**src/rtl/user_wb_gpio_ctrl.sv**
```systemverilog
`default_nettype none
// ============================================================================
// Module      : user_wb_gpio_ctrl
// Description : Wishbone GPIO block with synchronized inputs and W1C edge IRQ.
// Revision    : 1.0 - initial release
// ============================================================================
module user_wb_gpio_ctrl #(
    parameter int          GPIO_W    = 32,
    parameter logic [31:0] ADDR_BASE = 32'h3000_0000,
    parameter logic [31:0] ID_VALUE  = 32'h4750_494F
) (
    input  logic              wb_clk_i,
    input  logic              wb_rst_ni,
    input  logic              wbs_cyc_i,
    input  logic              wbs_stb_i,
    input  logic              wbs_we_i,
    input  logic [3:0]        wbs_sel_i,
    input  logic [31:0]       wbs_adr_i,
    input  logic [31:0]       wbs_dat_i,
    output logic              wbs_ack_o,
    output logic [31:0]       wbs_dat_o,
    input  logic [GPIO_W-1:0] io_in,
    output logic [GPIO_W-1:0] io_out,
    output logic [GPIO_W-1:0] io_oeb,
    output logic [2:0]        user_irq
);
    typedef enum logic [0:0] {IDLE = 1'b0, ACK = 1'b1} state_t;

    localparam logic [2:0] REG_OUT  = 3'd0;
    localparam logic [2:0] REG_OEB  = 3'd1;
    localparam logic [2:0] REG_IN   = 3'd2;
    localparam logic [2:0] REG_RISE = 3'd3;
    localparam logic [2:0] REG_FALL = 3'd4;
    localparam logic [2:0] REG_STAT = 3'd5;
    localparam logic [2:0] REG_ID   = 3'd7;

    state_t            state;
    logic [GPIO_W-1:0] out_reg, oeb_reg, rise_en, fall_en, irq_stat;
    logic [GPIO_W-1:0] sync1, sync2, prev;
    logic [1:0]        warm;
    logic              irq_q;

    logic              req, in_window, wr_hit;
    logic [2:0]        reg_sel;
    logic [31:0]       byte_mask, rd_data;
    logic [GPIO_W-1:0] mask_n, wdat_n, w1c_clr, rise, fall, edge_set;
    logic              unused_adr;

    // ack is only high in ACK, so being in IDLE already implies !ack
    assign req       = wbs_cyc_i & wbs_stb_i & (state == IDLE);
    assign in_window = (wbs_adr_i[31:5] == ADDR_BASE[31:5]);
    assign wr_hit    = req & wbs_we_i & in_window;
    assign reg_sel   = wbs_adr_i[4:2];
    assign byte_mask = {{8{wbs_sel_i[3]}}, {8{wbs_sel_i[2]}},
                        {8{wbs_sel_i[1]}}, {8{wbs_sel_i[0]}}};
    assign mask_n    = byte_mask[GPIO_W-1:0];
    assign wdat_n    = wbs_dat_i[GPIO_W-1:0];
    assign unused_adr = &{1'b0, wbs_adr_i[1:0]};

    assign w1c_clr  = (wr_hit && reg_sel == REG_STAT) ? (wdat_n & mask_n) : '0;
    assign rise     = sync2 & ~prev;
    assign fall     = ~sync2 & prev;
    // Edges are ignored until the synchronizer has flushed its reset contents
    assign edge_set = (warm == 2'd3) ? ((rise & rise_en) | (fall & fall_en)) : '0;

    always_comb begin
        rd_data = '0;
        if (in_window) begin
            case (reg_sel)
                REG_OUT:  rd_data = 32'(out_reg);
                REG_OEB:  rd_data = 32'(oeb_reg);
                REG_IN:   rd_data = 32'(sync2);
                REG_RISE: rd_data = 32'(rise_en);
                REG_FALL: rd_data = 32'(fall_en);
                REG_STAT: rd_data = 32'(irq_stat);
                REG_ID:   rd_data = ID_VALUE;
                default:  rd_data = '0;
            endcase
        end
    end

    always_ff @(posedge wb_clk_i or negedge wb_rst_ni) begin
        if (!wb_rst_ni) begin
            state     <= IDLE;
            wbs_ack_o <= 1'b0;
            wbs_dat_o <= '0;
            out_reg   <= '0;
            oeb_reg   <= '1;
            rise_en   <= '0;
            fall_en   <= '0;
        end else begin
            case (state)
                IDLE: begin
                    wbs_ack_o <= 1'b0;
                    wbs_dat_o <= '0;
                    if (req) begin
                        state     <= ACK;
                        wbs_ack_o <= 1'b1;
                        if (!wbs_we_i) wbs_dat_o <= rd_data;
                        if (wr_hit) begin
                            case (reg_sel)
                                REG_OUT:  out_reg <= (out_reg & ~mask_n) | (wdat_n & mask_n);
                                REG_OEB:  oeb_reg <= (oeb_reg & ~mask_n) | (wdat_n & mask_n);
                                REG_RISE: rise_en <= (rise_en & ~mask_n) | (wdat_n & mask_n);
                                REG_FALL: fall_en <= (fall_en & ~mask_n) | (wdat_n & mask_n);
                                default: ;
                            endcase
                        end
                    end
                end
                ACK: begin
                    state     <= IDLE;
                    wbs_ack_o <= 1'b0;
                    wbs_dat_o <= '0;
                end
                default: begin
                    state     <= IDLE;
                    wbs_ack_o <= 1'b0;
                    wbs_dat_o <= '0;
                end
            endcase
        end
    end

    always_ff @(posedge wb_clk_i or negedge wb_rst_ni) begin
        if (!wb_rst_ni) begin
            sync1    <= '0;
            sync2    <= '0;
            prev     <= '0;
            warm     <= 2'd0;
            irq_stat <= '0;
            irq_q    <= 1'b0;
        end else begin
            sync1    <= io_in;
            sync2    <= sync1;
            prev     <= sync2;
            if (warm != 2'd3) warm <= warm + 2'd1;
            // set has priority over a simultaneous W1C clear
            irq_stat <= (irq_stat & ~w1c_clr) | edge_set;
            irq_q    <= |irq_stat;
        end
    end

    assign io_out   = out_reg;
    assign io_oeb   = oeb_reg;
    assign user_irq = {2'b00, irq_q};

endmodule
`default_nettype wire

```
**config.mk**
```make
export PLATFORM = sky130hd
export DESIGN_NAME = user_wb_gpio_ctrl
export DESIGN_NICKNAME = d
export VERILOG_FILES = /design/src/rtl/user_wb_gpio_ctrl.sv
export SDC_FILE = /design/constraint.sdc
export NUM_CORES = 1
export LEC_CHECK = 0
export ABC_AREA = 1
export BUFFER_PORTS_ARGS = -buffer_cell sky130_fd_sc_hd__buf_4
export CELL_PAD_IN_SITES_DETAIL_PLACEMENT = 0
export CELL_PAD_IN_SITES_GLOBAL_PLACEMENT = 2
export CORE_UTILIZATION = 34
export CTS_CLUSTER_SIZE = 25
export DETAILED_ROUTE_END_ITERATION = 10
export PLACE_DENSITY = 0.9
export SETUP_SLACK_MARGIN = 0.15
export SYNTH_ARGS = -nofsm -noshare
export SYNTH_HDL_FRONTEND = slang
export SYNTH_SLANG_ARGS = --single-unit
```
**constraint.sdc**
```tcl
create_clock -name wb_clk_i -period 2.2 [get_ports wb_clk_i]
set_input_delay 0.11 -clock wb_clk_i [delete_from_list [all_inputs] [get_ports wb_clk_i]]
set_output_delay 0.11 -clock wb_clk_i [all_outputs]
set_load 0.005 [all_outputs]
```
==> results of run 1 <==
## layout by cell type, fill, tap and decap left out, types with 9 or more instances in the layout
cell	n
nand3_1	174
nand4_1	51
dfrtp_1	260
clkbuf_16	35
dfstp_2	32
inv_1	114
buf_4	250
clkbuf_8	9
nor2_1	57
o31ai_1	20
dlygate4sd3_1	68
a21oi_1	40
nand2_1	528
o21ai_0	46
## worst register-to-register path: stages (launching register included)
cell and delay, ns:
dfrtp_1 0.46, inv_2 0.08, nand3_1 0.13, nor2_4 0.14, nand3_1 0.20, nor2_2 0.22
buf_4 0.30, nand3_1 0.11, nand2_1 0.09
## worst paths after layout
check,from,endpoint,cells past startpoint
setup reg to reg,state,register,8
setup / recovery,state,register,8
max in group asynchronous,wb_rst_ni,asynchronous set/reset pin,3
hold reg to reg,sync1[27],sync2[27],0
min in group asynchronous,wb_rst_ni,sync1[23],2
hold / removal,wbs_sel_i[0],register,3
## stage by stage
step	utilization	instance area [um^2]	hold slack [ns]	power (W)	worst slack, ns
after CTS	0.4637	16610	0.04581	0.01226	0.2559
after global routing	0.4647	16650	0.07531	0.01253	0.2853
final	0.4648	16650	0.06770	0.01210	0.4101
after detailed placement	0.4123	14770	0.03325	0.006258	0.2767
after floorplan	-	12500	-0.1856	0.005817	0.6174
after global placement	0.4123	14770	0.03571	0.006255	0.3174
## repair_timing
action,CTS,global route
endpoints found under the setup margin,0,28
hold buffers,68,0
buffers inserted,0,5
endpoints found under the hold margin,423,0
## cell type report
type,count,area (um^2),share of cell area
Inverter,119,446.7,0.02682
Timing Repair Buffer,326,2713,0.1629
Tap cell,461,576.8,0.03464
Antenna cell,1,2.502,0.0001503
Sequential cell,292,7347,0.4412
Multi-Input combinational cell,972,4408,0.2647
Clock inverter,10,128.9,0.007739
Clock buffer,52,1030,0.06184
## routing by layer
layer  GRT usage  wire, um
met5           0         0
met4     0.07644      1188
met3     0.02887      1942
met2      0.3623     19340
met1      0.2861     17890
## report_power, final
group	switching [W]	leakage [nW]	internal, W
registers	0.0000471	3.56	0.00547
clock network	0.00225	0.576	0.00358
logic	0.000450	4.19	0.000296
total	0.00275	8.33	0.00935
## cells by family (layout without fill, tap and decap cells)
| kind of cell | after synthesis | after routing | share of synthesized area |
|---|---|---|---|
| mux | 1 | 1 | 0.0009009 |
| flops | 292 | 292 | 0.5878 |
| compound gates | 124 | 124 | 0.05876 |
| other cells | 1 | 3 | 0.0003000 |
| fa+ha+maj | 1 | 1 | 0.001001 |
| xor+xnor | 1 | 1 | 0.0007009 |
| simple gates | 843 | 843 | 0.2888 |
| buf+inv | 192 | 507 | 0.06167 |
==> results.py, run 1 <==
metrics = {
    "run_status": {
        "status": "complete, no violations",
    },
    "final_layout": {
        "n_fill_cell": 3481,
        "drive_above_1_share": 0.2044,
        "stdcell_count": 2233,
        "nets": 1852,
        "area_growth_pct": 33.24,
    },
    "grt": {
        "antenna_found_initial": 0,
        "grt_pass1_wl_um": 63370,
        "gr-total-overflow": 0,
        "grtUsageTotal": 0.2160,
        "grt_max_degree": 68,
        "grt_pass1_vias": 11115,
    },
    "sta": {
        "setup_viol": 0,
        "min_period_ns": 1.790,
        "period_share": 0.8136,
        "finalMaxSlewViolations": 0,
        "max_clock_freq_mhz": 558.7,
        "tns_ns": 0,
        "timing.slew.headroom": 0.6386,
        "worstMarginPinSlew_ns": 0.5421,
        "rsz0062_at_grt": "false",
        "finClkSkew_ns": 0.01324,
        "hold_violations": 0,
    },
    "synth": {
        "syn_inst": 1455,
        "ys_top_cells_by_area": "dfrtp_1, nand2_1, nand3_1",
        "synth_edf_count": 0,
        "synth.ff_latch_count": 292,
        "synth_ff_type": "dfrtp_1",
        "ys_async_sr_fraction": 1.000,
        "synth_top_cell_area_share": 0.5206,
        "ys_seq_area_frac": 0.5878,
        "ys.warnings.count": 0,
        "synthTopCellsByCount": "nand2_1, dfrtp_1, nand3_1",
        "synth_area_per_cell_um2": 8.590,
        "synth_area_leader_cell": "dfrtp_1",
        "syn_area_mm2": 0.01250,
        "yosysMostFrequentCell": "nand2_1",
        "yosysUniqueCellTypes": 33,
    },
    "power_and_ir_drop": {
        "vdd_drop_max_mv": 0.3738,
        "power_density_mw_per_mm2": 726.5,
        "p_leak_nw": 8.327,
    },
    "setup_path": {
        "critPathMaxStageDelay_ns": 0.46,
        "cpLargestDelayFamily": "simple AND/OR/NAND/NOR gates",
        "cpMostUsedCell": "nand3_1",
        "cp.required_ns": 2.64,
        "crit_slowest_cell": "dfrtp_1",
        "crit_fanout": 16,
        "critPathBufInv": 2,
        "worstSetupPathType": "register to register",
        "crit_arrival_ns": 2.23,
        "cp-end-kind": "register",
        "r2r_slack_ns": 0.41,
        "cp-start-kind": "register",
        "worstPathCellList": "inv_2 > nand3_1 > nor2_4 > nand3_1 > nor2_2 > buf_4 > nand3_1 > nand2_1",
    },
    "detailed_routing": {
        "vias": 11040,
        "drt-initial-drc-count": 574,
        "wl_um": 40360,
        "drc": 0,
        "avgViaCountPerCell": 4.944,
        "first_pass_iters": 6,
        "wl_per_cell_um": 18.07,
        "ant_nets": 0,
    },
    "cts": {
        "cts_made_buffers": 35,
        "clkTransAtPathRegs_ns": 0.06,
        "clock-sinks": 292,
        "clkLatencyLatePin_ns": 0.51,
        "clock_path_buffers": 3,
        "cts_tree": "done",
        "cts_root_buffer": "clkbuf_16",
        "htreeDepth": 2,
        "post_cts_resized": 0,
    },
    "worst_hold_path": {
        "hold_path_class": "input pin to register",
    },
    "floorplan": {
        "die_area_mm2": 0.03753,
        "num_io_pins": 205,
        "dieWidth_um": 193.7,
        "fp-row-count": 69,
        "coreArea_mm2": 0.03583,
        "die_h_um": 193.7,
        "start_util": 0.3488,
    },
    "placement": {
        "io_buffers": 200,
        "dp_hpwl_um": 25850,
        "gp_congestion": 0.7881,
        "dp_cells": 2097,
    },
    "run": {
        "maxCapViolCount": 0,
    },
}
No activity file was read; power rests on OpenSTA's default activity.
==> run 2: changes to the inputs <==
==> constraint.sdc (replaced) <==
create_clock -name wb_clk_i -period 1.85 [get_ports wb_clk_i]
set_input_delay 0.0925 -clock wb_clk_i [delete_from_list [all_inputs] [get_ports wb_clk_i]]
set_output_delay 0.0925 -clock wb_clk_i [all_outputs]
set_load 0.005 [all_outputs]
==> run 2 against run 1 <==
Compared with the run above:
- wire length increased by 2.6%
- sequential power increased by 19%
- final cell count increased by 0.54%
- clock power increased by 23%
- global-route usage increased by 0.43 points
- largest power group unchanged
==> results.py, run 2 (synthesized netlist as in run 1, its figures left out) <==
metrics = {
    "grt": {
        "grt_use_met1": 0.2954,
        "gr-total-overflow": 0,
        "grt_pass1_wl_um": 64440,
        "use_met2": 0.3622,
        "grtUsageTotal": 0.2204,
        "use_met3": 0.03201,
        "antenna_found_initial": 1,
        "grt.busiest_layer": "met2",
        "grt_pass1_vias": 11259,
        "grt_max_degree": 54,
    },
    "sta": {
        "period_share": 0.8595,
        "finClkSkew_ns": 0.01350,
        "worst_slack_ns": 0.2600,
        "max_clock_freq_mhz": 628.9,
        "min_period_ns": 1.590,
        "worstMarginPinSlew_ns": 0.5068,
        "tns_ns": 0,
        "rsz0062_at_grt": "false",
        "timing.slew.headroom": 0.6621,
        "hold_violations": 0,
        "finalMaxSlewViolations": 0,
        "setup_viol": 0,
    },
    "setup_path": {
        "cp-start-kind": "register",
        "crit_fanout": 24,
        "r2r_slack_ns": 0.26,
        "cp.required_ns": 2.25,
        "worstSetupPathType": "register to register",
        "crit_arrival_ns": 1.99,
        "cp-end-kind": "register",
        "worstReg2RegStart": "state",
        "rr_worst_depth": 9,
    },
    "placement": {
        "gp_congestion": 0.7759,
        "dp_hpwl_um": 25740,
        "io_buffers": 200,
        "dp_cells": 2105,
        "pre_cts_ws_ns": 0.1371,
    },
    "detailed_routing": {
        "ant_nets": 0,
        "first_pass_iters": 5,
        "avgViaCountPerCell": 4.944,
        "wl_per_cell_um": 18.44,
        "drt-initial-drc-count": 752,
        "vias": 11099,
        "wl_um": 41400,
        "drc": 0,
    },
    "final_layout": {
        "drive_above_1_share": 0.2130,
        "area_growth_pct": 36.28,
        "final_common_cell": "nand2_1",
        "antennaDiodeCount": 0,
        "stdcell_count": 2245,
        "final_cell_mix": "nand2_1, dfrtp_1, buf_4, nand3_1, inv_1",
        "nets": 1864,
    },
    "run_status": {
        "status": "complete, no violations",
    },
    "floorplan": {
        "die_h_um": 193.7,
        "coreArea_mm2": 0.03583,
        "die_area_mm2": 0.03753,
        "num_io_pins": 205,
        "start_util": 0.3488,
        "fp-row-count": 69,
        "dieWidth_um": 193.7,
    },
    "cts": {
        "htreeDepth": 2,
        "clkTransAtPathRegs_ns": 0.06,
        "cts_made_buffers": 35,
        "clock_path_buffers": 3,
        "clkLatencyLatePin_ns": 0.52,
        "cts_tree": "done",
        "clock-sinks": 292,
        "cts_root_buffer": "clkbuf_16",
    },
    "power_and_ir_drop": {
        "power_density_mw_per_mm2": 859.4,
        "p_leak_nw": 8.473,
        "vdd_drop_max_mv": 0.6042,
    },
    "run": {
        "maxCapViolCount": 0,
    },
    "worst_hold_path": {
        "hold-path-cell-count": 3,
        "hold_path_class": "input pin to register",
        "hp-start": "wbs_sel_i[2]",
    },
}
==> run 2: routing by layer <==
metal / part of all wire / wire [um]
met1: 0.45 / 18650
met2: 0.47 / 19290
met3: 0.047 / 1949
met4: 0.037 / 1513
met5: 0 / 0
==> run 2: worst max-delay path, cell delays in order (launching register included) <==
cell and delay (ns):
dfrtp_1 0.39, inv_2 0.07, nand3_2 0.09, nor2_4 0.15, buf_4 0.14, buf_12 0.17, nand4_1 0.11, buf_4 0.21
nand2_1 0.07, nand2_1 0.06
==> run 2: cell type report <==
| class | count | area, um^2 |
|---|---|---|
| clock inverters | 11 | 136.4 |
| well taps | 461 | 576.8 |
| flip-flops and latches | 292 | 7347 |
| fillers | 3448 | 18800 |
| clock buffers | 52 | 1082 |
| inverters | 119 | 446.7 |
| repair buffers | 338 | 3003 |
| multi-input cells | 972 | 4441 |
==> run 2: worst max path at each step <==
stage / startpoint / endpoint / slack (ns) / cells past startpoint
global route: state / register / 0.15 / 9
global placement: state / register / 0.18 / 8
finish: state / register / 0.26 / 9
CTS: state / register / 0.17 / 8
floorplan: state / register / 0.27 / 7
detailed placement: state / register / 0.14 / 8
==> run 2: per-stage QoR <==
stage	cell area, um^2	hold slack, ns	total power (W)	util
floorplan	12500	-0.2031	0.006917	-
global placement	14960	0.03014	0.007461	0.4175
detailed placement	14960	0.03162	0.007468	0.4175
CTS	16880	0.008768	0.01483	0.4711
global route	17030	0.03894	0.01518	0.4754
finish	17030	0.02117	0.01464	0.4754
==> run 2: power by group <==
part	leakage, nW	switching, W	internal, W
registers	3.56	0.0000569	0.00650
logic	4.31	0.000551	0.000368
clock network	0.604	0.00269	0.00447
total	8.47	0.00330	0.0113
==> run 2: repair_timing <==
action                                 4_1_cts  5_1_grt
pin swaps                                    0        2
resized for setup                            4        8
endpoints found under the hold margin      455        0
gates cloned                                 0        3
setup endpoints to repair                   61      114
hold buffers                                68        0
buffers inserted                             0        6
==> run 3: changes to the inputs <==
--- a/config.mk
+++ b/config.mk
@@ -13,6 +13,7 @@
 export CTS_CLUSTER_SIZE = 25
 export DETAILED_ROUTE_END_ITERATION = 10
 export PLACE_DENSITY = 0.9
+export RECOVER_POWER = 100
 export SETUP_SLACK_MARGIN = 0.15
 export SYNTH_ARGS = -nofsm -noshare
 export SYNTH_HDL_FRONTEND = slang
==> run 3 against run 2 <==
Compared with the run above:
- sequential power barely moved
- total power barely moved
- global-route usage did not move
- fmax fell by 3.2%
- utilization fell by 0.33 points
- critical path depth fell by 2
==> results.py, run 3 (synthesized netlist as in run 1, its figures left out) <==
metrics = {
    "placement": {
        "io_buffers": 200,
        "dp_hpwl_um": 25740,
        "gp_congestion": 0.7759,
        "dpl_cell_area_mm2": 0.01496,
    },
    "sta": {
        "finClkSkew_ns": 0.01446,
        "hold_violations": 0,
        "timing.slew.headroom": 0.1240,
        "tns_ns": 0,
        "rsz0062_at_grt": "false",
        "min_period_ns": 1.643,
        "period_share": 0.8883,
        "finalMaxSlewViolations": 0,
        "max_clock_freq_mhz": 608.5,
        "setup_viol": 0,
        "worstMarginPinSlew_ns": 1.314,
    },
    "final_layout": {
        "nets": 1864,
        "n_fill_cell": 3476,
        "drive_above_1_share": 0.1839,
        "fin_util": 0.4721,
        "final_cell_mix": "nand2_1, dfrtp_1, nand3_1, buf_4, inv_1",
        "multi_input_area_mm2": 0.004436,
        "ff_latch_area_mm2": 0.007347,
        "final_common_cell": "nand2_1",
        "area_growth_pct": 35.34,
        "finalInstanceArea_mm2": 0.01692,
        "antennaDiodeCount": 0,
    },
    "grt": {
        "grtUsageTotal": 0.2204,
        "gr-total-overflow": 0,
        "grt_pass1_wl_um": 64440,
        "antenna_found_initial": 1,
        "grt_pass1_vias": 11259,
        "grt_max_degree": 54,
    },
    "power_and_ir_drop": {
        "p_switching_w": 0.003308,
        "combPwrFrac": 0.062,
        "power_density_mw_per_mm2": 864.8,
        "swShare": 0.2261,
        "finalPower_w": 0.01463,
        "seq_power_share": 0.448,
        "vdd_drop_max_mv": 0.6067,
        "p_leak_nw": 8.352,
        "clockPowerShare": 0.490,
        "p_int_w": 0.01132,
    },
    "cts": {
        "cts_root_buffer": "clkbuf_16",
        "clkLatencyLatePin_ns": 0.52,
        "htreeDepth": 2,
        "cts_tree": "done",
        "clock_path_buffers": 3,
        "clock-sinks": 292,
        "clkTransAtPathRegs_ns": 0.06,
        "cts_made_buffers": 35,
    },
    "detailed_routing": {
        "drc": 0,
        "drt-initial-drc-count": 734,
        "avgViaCountPerCell": 4.942,
        "vias": 11095,
        "wl_um": 41300,
        "wl_per_cell_um": 18.40,
        "ant_nets": 0,
        "first_pass_iters": 5,
    },
    "setup_path": {
        "cp-start-kind": "register",
        "r2r_slack_ns": 0.21,
        "worstSetupPathType": "register to register",
        "cp-end-kind": "register",
        "cp.required_ns": 2.25,
        "crit_arrival_ns": 2.05,
        "crit_fanout": 8,
    },
    "run_status": {
        "status": "complete, no violations",
    },
    "floorplan": {
        "die_area_mm2": 0.03753,
        "coreArea_mm2": 0.03583,
        "num_io_pins": 205,
        "fp-row-count": 69,
        "start_util": 0.3488,
        "die_h_um": 193.7,
        "dieWidth_um": 193.7,
    },
    "worst_hold_path": {
        "hold_path_class": "input pin to register",
    },
    "run": {
        "maxCapViolCount": 0,
    },
}
## run 3: stage by stage
step / setup slack, ns / hold WS (ns) / instances
6_report: 0.2067 / 0.02622 / 2245
3_3_place_gp: 0.1757 / 0.03014 / 2105
5_1_grt: 0.09385 / 0.04431 / 2245
3_5_place_dp: 0.1371 / 0.03162 / 2105
2_1_floorplan: 0.2674 / -0.2031 / 1456
4_1_cts: 0.1693 / 0.008768 / 2236
## run 3: timing repair
item	4_1_cts	5_1_grt
hold buffers	68	0
pin swaps	0	2
endpoints found under the setup margin	61	114
hold endpoints to repair	455	0
gates cloned	0	3
resized for setup	4	8
buffers inserted	0	6
## run 3: worst max-delay path, cell delays in order (launching register included)
cell	delay, ns
dfrtp_1	0.39
clkbuf_1	0.20
nor2_1	0.32
buf_4	0.19
nand4_1	0.09
buf_4	0.21
nand2_1	0.07
nand2_1	0.06
## run 3: final timing paths
| kind | start | endpoint | cells after the start |
|---|---|---|---|
| worst max-delay path | state | register | 7 |
| worst min-delay path | wbs_sel_i[2] | register | 3 |
| worst max register to register | state | register | 7 |
| worst min register to register | sync1[29] | sync2[29] | 0 |
| max in group asynchronous | wb_rst_ni | asynchronous set/reset pin | 3 |
| min in group asynchronous | wb_rst_ni | wbs_dat_o[23] | 2 |
## run 3: layout make-up
class	instances	area share
flip-flops and latches	292	0.4344
clock inverters	11	0.008063
inverters	119	0.02641
multi-input cells	972	0.2622
repair buffers	338	0.1709
well taps	461	0.03410
clock buffers	52	0.06398
## run 3: power by group through the flow
stage / combinational [W] / clock, W / sequential (W)
after floorplan: 0.000268 / 0 / 0.00665
after global placement: 0.000797 / 0 / 0.00666
after detailed placement: 0.000802 / 0 / 0.00667
after CTS: 0.000921 / 0.00735 / 0.00656
after global routing: 0.00100 / 0.00760 / 0.00656
final: 0.000905 / 0.00717 / 0.00655
## run 3: layer usage
| layer | part of all wire | wire (um) | vias up | track usage |
|---|---|---|---|---|
| met4 | 0.037 | 1547 | 0 | 0.08089 |
| met2 | 0.47 | 19220 | 315 | 0.3622 |
| met1 | 0.45 | 18720 | 5372 | 0.2954 |
| met5 | 0 | 0 | - | 0 |
| met3 | 0.044 | 1818 | 88 | 0.03201 |
| li1 | - | - | 5320 | - |
